[src/rtl/seven_seg_scanner.sv]
// Four-digit multiplexed seven-segment driver with frame-coherent digit capture,
// leading-zero blanking, lap-hold freeze and an anti-ghosting guard at each slot start.
module seven_seg_scanner #(
  parameter int REFRESH_COUNT = 100000,
  parameter int REFRESH_WIDTH = 17,
  parameter int GUARD         = 4
) (
  input  logic       clk,
  input  logic       reset,
  input  logic [3:0] digit0,
  input  logic [3:0] digit1,
  input  logic [3:0] digit2,
  input  logic [3:0] digit3,
  input  logic [3:0] dp_en,
  input  logic [3:0] blank,
  input  logic       lzb,
  input  logic       freeze,
  output logic [3:0] anode,
  output logic [6:0] segment,
  output logic       dp
);

  localparam logic [REFRESH_WIDTH-1:0] RC_LAST  = REFRESH_WIDTH'(REFRESH_COUNT - 1);
  localparam logic [REFRESH_WIDTH-1:0] RC_GUARD = REFRESH_WIDTH'(GUARD);

  logic [REFRESH_WIDTH-1:0] rc;
  logic [1:0]               idx;
  logic                     init;
  logic [3:0]               s0, s1, s2, s3;
  logic [3:0]               s_dp, s_blank;

  logic       tick;
  logic       frame_start;
  logic       z1, z2, z3;
  logic [3:0] supp;
  logic [3:0] cur;
  logic       cur_supp;
  logic       cur_dark;

  function automatic logic [6:0] decode(input logic [3:0] v);
    logic [6:0] r;
    case (v)
      4'h0: r = 7'b1000000;
      4'h1: r = 7'b1111001;
      4'h2: r = 7'b0100100;
      4'h3: r = 7'b0110000;
      4'h4: r = 7'b0011001;
      4'h5: r = 7'b0010010;
      4'h6: r = 7'b0000010;
      4'h7: r = 7'b1111000;
      4'h8: r = 7'b0000000;
      4'h9: r = 7'b0010000;
      4'hA: r = 7'b0001000;
      4'hB: r = 7'b0000011;
      4'hC: r = 7'b1000110;
      4'hD: r = 7'b0100001;
      4'hE: r = 7'b0000110;
      default: r = 7'b0001110;
    endcase
    return r;
  endfunction

  always_comb begin
    tick        = (rc == RC_LAST);
    frame_start = (tick && (idx == 2'd3)) || init;
    z3          = (s3 == 4'd0);
    z2          = z3 && (s2 == 4'd0);
    z1          = z2 && (s1 == 4'd0);
    supp        = {z3, z2, z1, 1'b0} & {4{lzb}};
    case (idx)
      2'd0:    cur = s0;
      2'd1:    cur = s1;
      2'd2:    cur = s2;
      default: cur = s3;
    endcase
    cur_supp = supp[idx];
    // A suppressed digit keeps its anode on only to show a requested decimal point.
    cur_dark = s_blank[idx] || (cur_supp && !s_dp[idx]) || (rc < RC_GUARD);
  end

  always_ff @(posedge clk) begin
    if (!reset) begin
      rc      <= '0;
      idx     <= 2'd0;
      init    <= 1'b1;
      s0      <= 4'd0;
      s1      <= 4'd0;
      s2      <= 4'd0;
      s3      <= 4'd0;
      s_dp    <= 4'd0;
      s_blank <= 4'd0;
      anode   <= 4'b1111;
      segment <= 7'b1111111;
      dp      <= 1'b1;
    end else begin
      init <= 1'b0;
      rc   <= tick ? '0 : rc + 1'b1;
      if (tick)
        idx <= idx + 2'd1;
      if (frame_start && !freeze) begin
        s0      <= digit0;
        s1      <= digit1;
        s2      <= digit2;
        s3      <= digit3;
        s_dp    <= dp_en;
        s_blank <= blank;
      end
      anode   <= cur_dark ? 4'b1111 : ~(4'b0001 << idx);
      segment <= (cur_dark || cur_supp) ? 7'b1111111 : decode(cur);
      dp      <= cur_dark ? 1'b1 : ~s_dp[idx];
    end
  end

endmodule

[config.mk]
export PLATFORM = sky130hd
export DESIGN_NAME = seven_seg_scanner
export DESIGN_NICKNAME = d
export VERILOG_FILES = /design/src/rtl/seven_seg_scanner.sv
export SDC_FILE = /design/constraint.sdc
export NUM_CORES = 1
export LEC_CHECK = 0
export ABC_AREA = 1
export BUFFER_PORTS_ARGS = -buffer_cell sky130_fd_sc_hd__clkbuf_2
export CORE_MARGIN = 3
export CORE_UTILIZATION = 57
export DETAILED_ROUTE_END_ITERATION = 16
export GPL_TIMING_DRIVEN = 1
export HOLD_SLACK_MARGIN = 0.1
export PLACE_DENSITY_LB_ADDON = 0.08
export SYNTH_ARGS = -nofsm -noshare
export SYNTH_HDL_FRONTEND = slang
export SYNTH_SLANG_ARGS = --single-unit
[constraint.sdc]
create_clock -name clk -period 2.85 [get_ports clk]
set_input_delay 0.57 -clock clk [delete_from_list [all_inputs] [get_ports clk]]
set_output_delay 0.57 -clock clk [all_outputs]
set_load 0.02 [all_outputs]
==> impl_metrics.prom, run 1 <==
# TYPE chip_impl_metric gauge
chip_impl_info{name="run_status",value="completed"} 1
chip_impl_metric{name="rr_worst_depth",unit=""} 10
chip_impl_metric{name="asyncSetResetFlopFracSynth",unit="%"} 0
chip_impl_metric{name="layout-drive-gt1-share",unit="%"} 13.88
chip_impl_info{name="setup.worst_path.end",value="segment[0]$_SDFF_PP1_"} 1
chip_impl_metric{name="timing.fmax",unit="MHz"} 420.6
chip_impl_metric{name="die-width",unit="um"} 76.45
chip_impl_info{name="timing_startpoint_of_the_critical_path",value="idx[0]$_SDFFE_PN0P_"} 1
chip_impl_metric{name="vdd_drop_max",unit="uV"} 282.5
chip_impl_metric{name="avgRoutedWirePerCell",unit="um"} 11.46
chip_impl_metric{name="post_synth_fa_ha_maj_area_fraction",unit="%"} 4.865
chip_impl_metric{name="count_of_flip_flops_with_a_built_in_enable_after_synthesis",unit=""} 0
chip_impl_metric{name="power_density",unit="nW/um^2"} 461.8
chip_impl_metric{name="utilization_of_the_core_after_routing",unit="%"} 65.87
chip_impl_info{name="cts-root-buf",value="clkbuf_8"} 1
chip_impl_metric{name="cts_resized",unit=""} 0
chip_impl_metric{name="place.detailed.hpwl",unit="um"} 4395
chip_impl_metric{name="drt_pre_antenna_iters",unit=""} 4
chip_impl_info{name="synthDominantAreaCellType",value="dfxtp_1"} 1
chip_impl_metric{name="count_of_state_elements_after_synthesis",unit=""} 56
chip_impl_metric{name="synth.yosys.warnings",unit=""} 0
chip_impl_metric{name="grt_first_pass_wirelength",unit="um"} 10590
chip_impl_metric{name="via_count",unit=""} 2610
chip_impl_metric{name="wl",unit="um"} 5970
chip_impl_metric{name="design.core.area",unit="sq um"} 4755
chip_impl_info{name="top_cells_by_count_synth",value="nand2_1, dfxtp_1, nand3_1"} 1
chip_impl_metric{name="row_count",unit=""} 25
chip_impl_metric{name="cts-root-to-sink-buffers",unit=""} 2
chip_impl_metric{name="post_cts_hold_buffer_count",unit=""} 0
chip_impl_metric{name="crit_path_max_fanout",unit=""} 9
chip_impl_metric{name="wp_data_arrival",unit="ns"} 2.56
chip_impl_metric{name="seq_power_share",unit="%"} 57.7
chip_impl_metric{name="slew-limit-headroom",unit="%"} 45.42
chip_impl_metric{name="final.setup.tns",unit="ns"} 0
chip_impl_info{name="postSynth.topFlopCell",value="dfxtp_1"} 1
chip_impl_metric{name="sw_frac_of_total",unit="%"} 25.49
chip_impl_metric{name="post_drt_via_cell_ratio",unit=""} 5.010
chip_impl_metric{name="internal_power",unit="uW"} 1078
chip_impl_info{name="regToRegEndpoint",value="segment[0]$_SDFF_PP1_"} 1
chip_impl_metric{name="numCtsBuffers",unit=""} 5
chip_impl_metric{name="simple_gate_share_of_the_synthesized_area",unit="%"} 32.99
chip_impl_metric{name="globalplace.congestion",unit=""} 0.9349
chip_impl_metric{name="die-area",unit="sq um"} 5845
chip_impl_metric{name="grt.overflow.total",unit=""} 0
chip_impl_metric{name="initial_core_util",unit="%"} 59.50
chip_impl_metric{name="cts_max_level",unit=""} 2
chip_impl_metric{name="port-buffer-count",unit=""} 39
chip_impl_metric{name="postSynthNetCount",unit=""} 458
chip_impl_metric{name="tightest_slew",unit="ns"} 0.8158
chip_impl_metric{name="cp_data_required_time",unit="ns"} 3.03
chip_impl_metric{name="n_antenna_cell",unit=""} 0
chip_impl_metric{name="track_usage",unit="%"} 21.51
chip_impl_metric{name="final.fill_count",unit=""} 444
chip_impl_metric{name="drc",unit=""} 0
chip_impl_metric{name="area_fraction_in_compound_gates_after_synthesis",unit="%"} 11.50
chip_impl_info{name="min-delay-path-class",value="flop to flop"} 1
chip_impl_metric{name="maximum_number_of_pins_on_one_net_before_global_route_repair",unit=""} 49
chip_impl_info{name="worst_r2r_startpoint",value="idx[0]$_SDFFE_PN0P_"} 1
chip_impl_metric{name="fin_nets",unit=""} 492
chip_impl_metric{name="final_design_area_no_fill",unit="sq um"} 3132
chip_impl_info{name="grt_setup_unrepaired",value="no"} 1
chip_impl_metric{name="post_synth_num_cell_types",unit=""} 29
chip_impl_metric{name="syn_inst",unit=""} 419
chip_impl_metric{name="power.switching",unit="uW"} 368.7
chip_impl_metric{name="mux_share_of_post_synthesis_cell_area",unit="%"} 0
chip_impl_metric{name="synth-xor-area-share",unit="%"} 0.3096
chip_impl_metric{name="timing.final.setup_violations",unit=""} 0
chip_impl_metric{name="cellLeakagePower",unit="uW"} 0.001507
chip_impl_metric{name="tritoncts_num_sinks",unit=""} 56
chip_impl_metric{name="grt_pass1_vias",unit=""} 2438
chip_impl_metric{name="dp_cells",unit=""} 513
chip_impl_metric{name="power.combinational.fraction",unit="%"} 11.7
chip_impl_info{name="synth_most_common_cell",value="nand2_1"} 1
chip_impl_metric{name="timing.final.hold_violations",unit=""} 0
chip_impl_metric{name="syn2layout_area_growth",unit="%"} 10.70
chip_impl_metric{name="final_min_period_over_clock_period",unit="%"} 83.43
chip_impl_metric{name="final_antenna_net_count",unit=""} 0
chip_impl_info{name="cells_taking_the_most_area_after_synthesis",value="dfxtp_1, nand2_1, nand3_1, inv_1, a21oi_1"} 1
chip_impl_info{name="cp-end-kind",value="flop"} 1
chip_impl_metric{name="final_cells",unit=""} 521
chip_impl_metric{name="boundaryPins",unit=""} 40
chip_impl_metric{name="post_cts.repair.setup_buffers",unit=""} 0
chip_impl_metric{name="drt_first_iter_violations",unit=""} 137
chip_impl_metric{name="clock_power_share",unit="%"} 30.6
chip_impl_metric{name="antenna_found_initial",unit=""} 0
chip_impl_metric{name="finClkSkew",unit="ns"} 0.006533
chip_impl_metric{name="vertical_extent_of_the_die",unit="um"} 76.45
chip_impl_metric{name="clock_latency",unit="ns"} 0.31
chip_impl_metric{name="place_area",unit="sq um"} 3042
chip_impl_info{name="synth_top_family_by_area",value="simple AND/OR/NAND/NOR gates"} 1
chip_impl_metric{name="total_power",unit="uW"} 1446
chip_impl_info{name="path_type_of_the_worst_setup_path",value="flop to flop"} 1
chip_impl_metric{name="reg_to_reg_slack_setup",unit="ns"} 0.47
chip_impl_metric{name="synth.yosys.seq_area_share",unit="%"} 39.63
chip_impl_metric{name="finalCriticalPeriod",unit="ns"} 2.378
chip_impl_metric{name="synth_top_area_share",unit="%"} 39.63
chip_impl_metric{name="final_max_slew_viol_count",unit=""} 0
chip_impl_info{name="crit_path_start_kind",value="flop"} 1
chip_impl_metric{name="synth.cell_area",unit="sq um"} 2829
chip_impl_metric{name="cts.reportedPaths.clkPinSlew",unit="ns"} 0.10
chip_impl_metric{name="postSynthAreaPerCell",unit="sq um"} 6.752
chip_impl_info{name="cts_tree",value="done"} 1
chip_impl_metric{name="reported_max_cap_violation_count",unit=""} 0
[kinds of logic after synthesis]
logic type,count (synthesis)
adders and majority gates,11
AOI/OAI and AO/OA,59
buffers and inverters,73
and+or+nand+nor,219
xor gates and xnor gates,1
DFF,56
[area by class of cell]
class | count | area, sq um | share of cell area (%)
Tap cell | 67 | 83.83 | 2.677
Clock buffer | 8 | 90.09 | 2.877
Timing Repair Buffer | 41 | 210.2 | 6.712
Sequential cell | 56 | 1121 | 35.80
Inverter | 59 | 221.5 | 7.072
Multi-Input combinational cell | 290 | 1405 | 44.87
[registers in the layout (all words and copies together) (netlist names)]
register and count:
rc 17, segment 7, anode 4, s0 4, s1 4, s2 4, s3 4, s_blank 4
s_dp 4, idx 2, dp 1, init 1
[layer usage]
layer / track usage [%] / vias to the layer above / part of all wire [%] / wire length (um)
met3: 3.664 / 10 / 3.9 / 231
met4: 7.428 / 0 / 1.6 / 98
met1: 28.10 / 1155 / 48 / 2863
met5: 0 / - / 0 / 0
li1: - / 1401 / - / -
met2: 35.85 / 44 / 47 / 2777
[critical path, cell delays in order, from the launching register on]
cell     delay, ns
dfxtp_1       0.50
inv_2         0.14
ha_1          0.28
nand2_1       0.08
nand2_1       0.05
o22ai_1       0.35
inv_1         0.15
ha_1          0.25
or2_2         0.31
nand3_1       0.08
nand3_1       0.06
[power by group through the flow]
| stage | Combinational [uW] | Sequential, uW | Clock [uW] |
|---|---|---|---|
| 3_3_place_gp | 165 | 851 | 0 |
| 6_report | 169 | 834 | 443 |
| 4_1_cts | 169 | 834 | 447 |
| 2_1_floorplan | 126 | 848 | 0 |
| 5_1_grt | 197 | 837 | 481 |
| 3_5_place_dp | 169 | 851 | 0 |
[per-stage QoR]
step	setup slack, ns	hold WS (ns)
after floorplan	0.7603	0.4175
after global placement	0.6262	0.4308
after detailed placement	0.4959	0.4366
after CTS	0.4741	0.4504
after global routing	0.3017	0.4858
final	0.4724	0.4488
[how the worst min path moves through the flow]
stage	startpoint	end	slack [ns]	depth (start not counted)
4_1_cts	rc[0]$_SDFF_PP0_	rc[0]$_SDFF_PP0_	0.45	1
2_1_floorplan	rc[0]$_SDFF_PP0_	rc[0]$_SDFF_PP0_	0.42	1
6_report	rc[0]$_SDFF_PP0_	rc[0]$_SDFF_PP0_	0.45	1
3_3_place_gp	rc[0]$_SDFF_PP0_	rc[0]$_SDFF_PP0_	0.43	1
3_5_place_dp	rc[0]$_SDFF_PP0_	rc[0]$_SDFF_PP0_	0.44	1
5_1_grt	rc[0]$_SDFF_PP0_	rc[0]$_SDFF_PP0_	0.49	1
[layout by cell type (no fill, tap or decap), drive strengths merged]
cell type,n
nand2,102
nor2,47
o22ai,4
clkbuf,47
nand3,55
inv,59
o21ai,11
buf,2
nor3,6
o31ai,1
nand4,4
and3,1
o21a,4
a211oi,1
xnor2,1
ha,11
a21oi,38
dfxtp,56
nor4,2
or2,2
(Power assumes the default switching activity.)
==> run 2, diff against run 1 <==
CORE_UTILIZATION = 51   (was 57)
clock period = 2.1 ns   (was 2.85 ns; I/O delays follow)
==> run 2 against run 1 <==
Count of clock-buffer cells in the layout is the same. Design area grew 3.2%. Wire length shrank 1.7%. Cell count grew 2.3%. Critical path depth is the same. Clock skew grew 0.0021 ns. Critical endpoint unchanged. Largest cell class unchanged.
==> impl_metrics.prom, run 2 (synthesis results as in run 1) <==
# TYPE chip_impl_metric gauge
chip_impl_info{name="run_status",value="completed"} 1
chip_impl_metric{name="cts-root-to-sink-buffers",unit=""} 2
chip_impl_metric{name="crit_path_max_fanout",unit=""} 4
chip_impl_metric{name="timing.final.setup_violations",unit=""} 0
chip_impl_metric{name="cts.reportedPaths.clkPinSlew",unit="ns"} 0.09
chip_impl_metric{name="finalCriticalPeriod",unit="ns"} 1.929
chip_impl_metric{name="vertical_extent_of_the_die",unit="um"} 80.48
chip_impl_metric{name="dp_cells",unit=""} 525
chip_impl_metric{name="total_power",unit="uW"} 1973
chip_impl_metric{name="n_antenna_cell",unit=""} 0
chip_impl_metric{name="grt_first_pass_wirelength",unit="um"} 10280
chip_impl_metric{name="antenna_found_initial",unit=""} 0
chip_impl_info{name="most_frequent_cells_in_the_layout",value="nand2_1, nand3_1, dfxtp_1"} 1
chip_impl_metric{name="post_cts.repair.setup_buffers",unit=""} 0
chip_impl_metric{name="cellLeakagePower",unit="uW"} 0.001555
chip_impl_metric{name="clock_latency",unit="ns"} 0.30
chip_impl_metric{name="critical-path-max-stage-delay",unit="ns"} 0.38
chip_impl_metric{name="final_cells",unit=""} 533
chip_impl_metric{name="design.core.area",unit="sq um"} 5238
chip_impl_metric{name="tritoncts_num_sinks",unit=""} 56
chip_impl_info{name="busiest_metal_layer_after_global_routing",value="met2"} 1
chip_impl_metric{name="final.setup.tns",unit="ns"} 0
chip_impl_info{name="cell_by_cell_trace_of_the_critical_path",value="inv_2 -> ha_1 -> inv_1 -> o21ai_0 -> o22ai_1 -> inv_1 -> ha_1 -> or2_2 -> nand3_1 -> nand3_1"} 1
chip_impl_info{name="cpMaxStageDelayCell",value="dfxtp_4"} 1
chip_impl_metric{name="cts_resized",unit=""} 0
chip_impl_metric{name="grt.overflow.total",unit=""} 0
chip_impl_metric{name="layout-drive-gt1-share",unit="%"} 16.41
chip_impl_info{name="cp-end-kind",value="flop"} 1
chip_impl_metric{name="final_antenna_net_count",unit=""} 0
chip_impl_metric{name="slew-limit-headroom",unit="%"} 62.83
chip_impl_metric{name="drt_pre_antenna_iters",unit=""} 4
chip_impl_metric{name="timing.fmax",unit="MHz"} 518.5
chip_impl_metric{name="final_max_slew_viol_count",unit=""} 0
chip_impl_info{name="mostFrequentLayoutCell",value="nand2_1"} 1
chip_impl_metric{name="place.detailed.hpwl",unit="um"} 4347
chip_impl_metric{name="maximum_number_of_pins_on_one_net_before_global_route_repair",unit=""} 49
chip_impl_info{name="cts-root-buf",value="clkbuf_8"} 1
chip_impl_metric{name="groute.layer.met3.usage",unit="%"} 2.691
chip_impl_metric{name="largest_register_ff_count",unit=""} 17
chip_impl_info{name="path_type_of_the_worst_setup_path",value="flop to flop"} 1
chip_impl_metric{name="fin_nets",unit=""} 501
chip_impl_metric{name="via_count",unit=""} 2639
chip_impl_info{name="cts_tree",value="done"} 1
chip_impl_metric{name="detailedPlace.worstSlack",unit="ns"} 0.06807
chip_impl_metric{name="cts_max_level",unit=""} 2
chip_impl_metric{name="reported_max_cap_violation_count",unit=""} 0
chip_impl_metric{name="boundaryPins",unit=""} 40
chip_impl_metric{name="avgRoutedWirePerCell",unit="um"} 11.01
chip_impl_metric{name="grt.met1_usage",unit="%"} 25.84
chip_impl_metric{name="finClkSkew",unit="ns"} 0.008589
chip_impl_metric{name="drc",unit=""} 0
chip_impl_metric{name="die-width",unit="um"} 80.48
chip_impl_metric{name="wp_data_arrival",unit="ns"} 2.10
chip_impl_metric{name="post_cts_hold_buffer_count",unit=""} 0
chip_impl_info{name="crit_path_start_kind",value="flop"} 1
chip_impl_metric{name="globalplace.congestion",unit=""} 0.8949
chip_impl_info{name="min-delay-path-class",value="primary input to flop"} 1
chip_impl_info{name="max_flop_register",value="rc"} 1
chip_impl_metric{name="final_min_period_over_clock_period",unit="%"} 91.83
chip_impl_metric{name="cp_data_required_time",unit="ns"} 2.27
chip_impl_metric{name="row_count",unit=""} 26
chip_impl_metric{name="grt_pass1_vias",unit=""} 2404
chip_impl_metric{name="power_density",unit="nW/um^2"} 610.4
chip_impl_metric{name="die-area",unit="sq um"} 6477
chip_impl_metric{name="wl",unit="um"} 5869
chip_impl_metric{name="vdd_drop_max",unit="uV"} 341.2
chip_impl_metric{name="port-buffer-count",unit=""} 39
chip_impl_metric{name="syn2layout_area_growth",unit="%"} 14.24
chip_impl_info{name="grt_setup_unrepaired",value="no"} 1
chip_impl_info{name="leading_registers_by_flop_count",value="rc (17), segment (7)"} 1
chip_impl_metric{name="utilization_of_the_core_after_routing",unit="%"} 61.71
chip_impl_metric{name="grtUsageMet2",unit="%"} 32.70
chip_impl_metric{name="numCtsBuffers",unit=""} 5
chip_impl_metric{name="initial_core_util",unit="%"} 54.01
chip_impl_metric{name="tightest_slew",unit="ns"} 0.5524
chip_impl_metric{name="post_drt_via_cell_ratio",unit=""} 4.951
chip_impl_metric{name="track_usage",unit="%"} 19.52
chip_impl_metric{name="drt_first_iter_violations",unit=""} 88
chip_impl_metric{name="timing.final.ws_setup",unit="ns"} 0.1715
chip_impl_metric{name="timing.final.hold_violations",unit=""} 0
[run 2: cell types whose count changed in the layout (fill, tap and decap cells not counted), sizes merged]
cell,before,now
buf,2,11
[run 2: per-stage QoR]
step	hold WS, ns	area, sq um
finish	0.4162	3232
global route	0.4386	3232
CTS	0.4082	3216
detailed placement	0.4544	3126
global placement	0.4343	3126
floorplan	0.4175	2829
[run 2: layer usage]
| metal | up-vias | part of all wire, % |
|---|---|---|
| li1 | 1424 | - |
| met1 | 1170 | 49 |
| met2 | 39 | 46 |
| met3 | 6 | 3.4 |
| met4 | 0 | 1.1 |
| met5 | - | 0 |
[run 2: path summary, 6_finish.rpt]
check                 startpoint               endpoint  depth (start not counted)  slack, ns
min reg2reg     rc[0]$_SDFF_PP0_       rc[0]$_SDFF_PP0_                          1       0.46
max          idx[0]$_SDFFE_PN0P_  segment[0]$_SDFF_PP1_                         10       0.17
max reg2reg  idx[0]$_SDFFE_PN0P_  segment[0]$_SDFF_PP1_                         10       0.17
min                    digit1[1]     s1[1]$_SDFFE_PN0P_                          5       0.42
[run 2: layout make-up]
cell class / instances / area, sq um
multi-input cells: 290 / 1414
fillers: 511 / 2006
inverters: 59 / 221.5
clock buffers: 8 / 90.09
well taps: 70 / 87.58
repair buffers: 50 / 290.3
flip-flops and latches: 56 / 1129
[run 2: power breakdown]
part / switching, uW / internal, uW / total, uW
Combinational: 139 / 102 / 241
Clock: 334 / 270 / 605
Sequential: 27.3 / 1100 / 1130
[run 2: critical path: cells and delay by family, from the launching register on]
| family | cells | cell delay, ns |
|---|---|---|
| AOI/OAI and AO/OA | 2 | 0.29 |
| adders and majority gates | 2 | 0.46 |
| buffers and inverters | 3 | 0.22 |
| DFF | 1 | 0.38 |
| and+or+nand+nor | 3 | 0.45 |
==> run 3, diff against run 2 <==
ABC_AREA = not set   (was 1)
==> run 3 against run 2 <==
The run now ends with negative setup slack left. Synthesized cell count fell by 26%. Count of clock-buffer cells in the layout down 2. Sequential cell count did not move. Worst hold slack lost 0.086 ns. Area after synthesis decreased by 0.97%. Cell count fell by 16%. Design area up 9.5%. Via count decreased by 9.3%. Combinational power increased by 6%. Critical endpoint unchanged. Largest cell class unchanged. Largest power group unchanged.
==> impl_metrics.prom, run 3 <==
# TYPE chip_impl_metric gauge
chip_impl_metric{name="crit_path_max_fanout",unit=""} 4
chip_impl_metric{name="timing.final.hold_violations",unit=""} 0
chip_impl_info{name="path_type_of_the_worst_setup_path",value="flop to flop"} 1
chip_impl_metric{name="utilization_of_the_core_after_routing",unit="%"} 68.00
chip_impl_metric{name="power.combinational.fraction",unit="%"} 13.0
chip_impl_metric{name="globalplace.congestion",unit=""} 0.8082
chip_impl_info{name="grt_setup_unrepaired",value="yes"} 1
chip_impl_metric{name="grt_first_pass_wirelength",unit="um"} 10380
chip_impl_metric{name="vertical_extent_of_the_die",unit="um"} 80.12
chip_impl_metric{name="rr_worst_depth",unit=""} 9
chip_impl_metric{name="reg_to_reg_slack_setup",unit="ns"} -0.20
chip_impl_metric{name="finalCriticalPeriod",unit="ns"} 2.299
chip_impl_metric{name="post_synth_num_cell_types",unit=""} 45
chip_impl_metric{name="timing.fmax",unit="MHz"} 435.1
chip_impl_metric{name="seq_power_share",unit="%"} 56.8
chip_impl_metric{name="row_count",unit=""} 26
chip_impl_metric{name="slew-limit-headroom",unit="%"} 60.85
chip_impl_info{name="cells_taking_the_most_area_after_synthesis",value="dfxtp_1, mux2i_1, nand2_1, ha_1, xor2_1"} 1
chip_impl_metric{name="finClkSkew",unit="ns"} 0.01044
chip_impl_metric{name="final_antenna_net_count",unit=""} 0
chip_impl_metric{name="final_cells",unit=""} 447
chip_impl_metric{name="clock_latency",unit="ns"} 0.30
chip_impl_metric{name="cts.reportedPaths.clkPinSlew",unit="ns"} 0.10
chip_impl_info{name="synthDominantAreaCellType",value="dfxtp_1"} 1
chip_impl_metric{name="drt_first_iter_violations",unit=""} 157
chip_impl_metric{name="n_antenna_cell",unit=""} 0
chip_impl_metric{name="hold-path-cell-count",unit=""} 3
chip_impl_info{name="violations",value="negative setup slack"} 1
chip_impl_metric{name="clock_power_share",unit="%"} 30.3
chip_impl_metric{name="layout-drive-gt1-share",unit="%"} 32.10
chip_impl_metric{name="port-buffer-count",unit=""} 39
chip_impl_metric{name="largest_register_ff_count",unit=""} 17
chip_impl_metric{name="dp_cells",unit=""} 431
chip_impl_metric{name="finalHoldWorstSlack",unit="ns"} 0.3304
chip_impl_metric{name="cp_data_required_time",unit="ns"} 2.26
chip_impl_metric{name="power_density",unit="nW/um^2"} 557.9
chip_impl_metric{name="synth.yosys.warnings",unit=""} 0
chip_impl_metric{name="final_design_area_no_fill",unit="sq um"} 3540
chip_impl_metric{name="place_area",unit="sq um"} 3286
chip_impl_metric{name="timing.final.setup_violations",unit=""} 6
chip_impl_metric{name="post_drt_via_cell_ratio",unit=""} 5.353
chip_impl_metric{name="final.fill_count",unit=""} 444
chip_impl_metric{name="maximum_number_of_pins_on_one_net_before_global_route_repair",unit=""} 49
chip_impl_metric{name="synth.cell_area",unit="sq um"} 2801
chip_impl_metric{name="count_of_flip_flops_with_a_built_in_enable_after_synthesis",unit=""} 0
chip_impl_info{name="crit_path_start_kind",value="flop"} 1
chip_impl_info{name="synth_most_common_cell",value="dfxtp_1"} 1
chip_impl_metric{name="postSynthAreaPerCell",unit="sq um"} 9.037
chip_impl_metric{name="final.setup.tns",unit="ns"} -0.6213
chip_impl_metric{name="final_min_period_over_clock_period",unit="%"} 109.5
chip_impl_metric{name="design.core.area",unit="sq um"} 5205
chip_impl_metric{name="power.switching",unit="uW"} 485.9
chip_impl_info{name="whs_endpoint",value="s2[0]$_SDFFE_PN0P_"} 1
chip_impl_info{name="regToRegEndpoint",value="segment[0]$_SDFF_PP1_"} 1
chip_impl_metric{name="tightest_slew",unit="ns"} 0.5833
chip_impl_metric{name="sw_frac_of_total",unit="%"} 24.61
chip_impl_metric{name="drc",unit=""} 0
chip_impl_metric{name="syn_inst",unit=""} 310
chip_impl_metric{name="wl",unit="um"} 6286
chip_impl_metric{name="asyncSetResetFlopFracSynth",unit="%"} 0
chip_impl_metric{name="drt_pre_antenna_iters",unit=""} 5
chip_impl_info{name="top_cells_by_count_synth",value="dfxtp_1, nand2_1, mux2i_1"} 1
chip_impl_info{name="run_status",value="complete, but fails checks"} 1
chip_impl_info{name="min-delay-path-class",value="primary input to flop"} 1
chip_impl_metric{name="initial_core_util",unit="%"} 53.82
chip_impl_metric{name="fin_nets",unit=""} 416
chip_impl_metric{name="synth.yosys.seq_area_share",unit="%"} 40.02
chip_impl_info{name="postSynth.topFlopCell",value="dfxtp_1"} 1
chip_impl_info{name="cts_tree",value="done"} 1
chip_impl_metric{name="post_cts_hold_buffer_count",unit=""} 0
chip_impl_metric{name="internal_power",unit="uW"} 1489
chip_impl_metric{name="reported_max_cap_violation_count",unit=""} 0
chip_impl_info{name="mostFrequentLayoutCell",value="nand2_1"} 1
chip_impl_metric{name="track_usage",unit="%"} 20.29
chip_impl_metric{name="synth_top_area_share",unit="%"} 40.02
chip_impl_metric{name="count_of_state_elements_after_synthesis",unit=""} 56
chip_impl_metric{name="grt_pass1_vias",unit=""} 2208
chip_impl_metric{name="grt.overflow.total",unit=""} 0
chip_impl_metric{name="numCtsBuffers",unit=""} 5
chip_impl_metric{name="die-area",unit="sq um"} 6418
chip_impl_metric{name="vdd_drop_max",unit="uV"} 392.8
chip_impl_metric{name="via_count",unit=""} 2393
chip_impl_metric{name="postSynthNetCount",unit=""} 349
chip_impl_metric{name="cellLeakagePower",unit="uW"} 0.001428
chip_impl_metric{name="final_max_slew_viol_count",unit=""} 0
chip_impl_info{name="leading_registers_by_flop_count",value="rc (17), segment (7)"} 1
chip_impl_metric{name="wp_data_arrival",unit="ns"} 2.46
chip_impl_metric{name="boundaryPins",unit=""} 40
chip_impl_info{name="cp-end-kind",value="flop"} 1
chip_impl_metric{name="timing.final.ws_setup",unit="ns"} -0.1985
chip_impl_metric{name="die-width",unit="um"} 80.12
chip_impl_metric{name="cts_max_level",unit=""} 2
chip_impl_metric{name="tritoncts_num_sinks",unit=""} 56
chip_impl_metric{name="avgRoutedWirePerCell",unit="um"} 14.06
chip_impl_metric{name="antenna_found_initial",unit=""} 0
chip_impl_info{name="worst_r2r_startpoint",value="idx[0]$_SDFFE_PN0P_"} 1
chip_impl_metric{name="cts-root-to-sink-buffers",unit=""} 2
chip_impl_info{name="hp-start",value="digit2[0]"} 1
chip_impl_info{name="most_frequent_cells_in_the_layout",value="nand2_1, dfxtp_1, clkbuf_2"} 1
chip_impl_info{name="cts-root-buf",value="clkbuf_8"} 1
chip_impl_metric{name="syn2layout_area_growth",unit="%"} 26.35
chip_impl_info{name="max_flop_register",value="rc"} 1
chip_impl_metric{name="place.detailed.hpwl",unit="um"} 4496
==> run 3: cell count changes in the layout (fill, tap and decap cells not counted), sizes merged, moves of 5 or more <==
| cell | before | now |
|---|---|---|
| a21oi | 38 | 9 |
| mux2i | 0 | 29 |
| nor2 | 47 | 21 |
| nand2 | 102 | 55 |
| inv | 59 | 15 |
| nand4 | 4 | 9 |
| nand3 | 55 | 11 |
| buf | 11 | 39 |
| and4 | 0 | 6 |
| xor2 | 0 | 13 |
| o21ai | 11 | 3 |
==> run 3: how the worst max path moves through the flow <==
stage / cells after the start / slack (ns) / end / start
after CTS: 9 / -0.13 / segment[0]$_SDFF_PP1_ / idx[0]$_SDFFE_PN0P_
after floorplan: 11 / -0.15 / segment[1]$_SDFF_PP1_ / idx[0]$_SDFFE_PN0P_
after global routing: 9 / -0.24 / segment[0]$_SDFF_PP1_ / idx[0]$_SDFFE_PN0P_
final: 9 / -0.20 / segment[0]$_SDFF_PP1_ / idx[0]$_SDFFE_PN0P_
after detailed placement: 9 / -0.18 / segment[0]$_SDFF_PP1_ / idx[1]$_SDFFE_PN0P_
after global placement: 9 / -0.09 / segment[0]$_SDFF_PP1_ / idx[1]$_SDFFE_PN0P_
==> run 3: critical path, stage by stage (launching register included) <==
cell and delay [ns]:
dfxtp_4 0.40, inv_4 0.05, ha_4 0.15, a222oi_1 0.45
mux2_4 0.28, inv_4 0.06, ha_4 0.16, or3b_4 0.37
a21oi_2 0.14, o311ai_1 0.09
==> run 3: power by group through the flow <==
stage / Sequential [uW] / Combinational [uW] / Clock (uW)
final: 1120 / 256 / 598
after global routing: 1130 / 282 / 669
after CTS: 1120 / 237 / 628
after detailed placement: 1150 / 228 / 0
after global placement: 1150 / 224 / 0
after floorplan: 1140 / 146 / 0
==> run 3: kinds of logic (layout without fill, tap and decap cells) <==
| family | after synthesis | count (layout) | synth area share [%] |
|---|---|---|---|
| and+or+nand+nor | 128 | 128 | 22.51 |
| DFF | 56 | 56 | 40.02 |
| AOI/OAI and AO/OA | 34 | 34 | 9.424 |
| muxes | 33 | 33 | 12.77 |
| buffers and inverters | 33 | 100 | 5.672 |
| xor gates and xnor gates | 15 | 15 | 4.690 |
| adders and majority gates | 11 | 11 | 4.913 |
==> run 3: cell type report <==
| type | count | area, sq um | share of cell area, % |
|---|---|---|---|
| Sequential cell | 56 | 1126 | 31.81 |
| Tap cell | 70 | 87.58 | 2.474 |
| Clock inverter | 1 | 8.758 | 0.2474 |
| Inverter | 15 | 63.81 | 1.803 |
| Multi-Input combinational cell | 221 | 1650 | 46.62 |
| Timing Repair Buffer | 78 | 520.5 | 14.70 |
| Clock buffer | 6 | 82.58 | 2.333 |
==> run 3: what timing repair did <==
item / CTS / global route
setup endpoints to repair: 6 / 7
gates resized for setup: 11 / 11
pin swaps: 9 / 9
hold endpoints to repair: 0 / 0
buffers inserted: 4 / 5
==> run 3: layer usage <==
| metal | up-vias | track usage [%] | part of all wire, % |
|---|---|---|---|
| met5 | - | 0 | 0 |
| met4 | 0 | 4.561 | 0.76 |
| met3 | 6 | 3.700 | 3.5 |
| met2 | 41 | 32.86 | 48 |
| met1 | 1122 | 28.10 | 48 |
| li1 | 1224 | - | - |
==> run 3: metrics by stage <==
step | total power [uW] | worst slack, ns
after global placement | 1370 | -0.08715
after global routing | 2077 | -0.2355
after floorplan | 1290 | -0.1459
after CTS | 1986 | -0.1308
final | 1975 | -0.1985
after detailed placement | 1375 | -0.1783
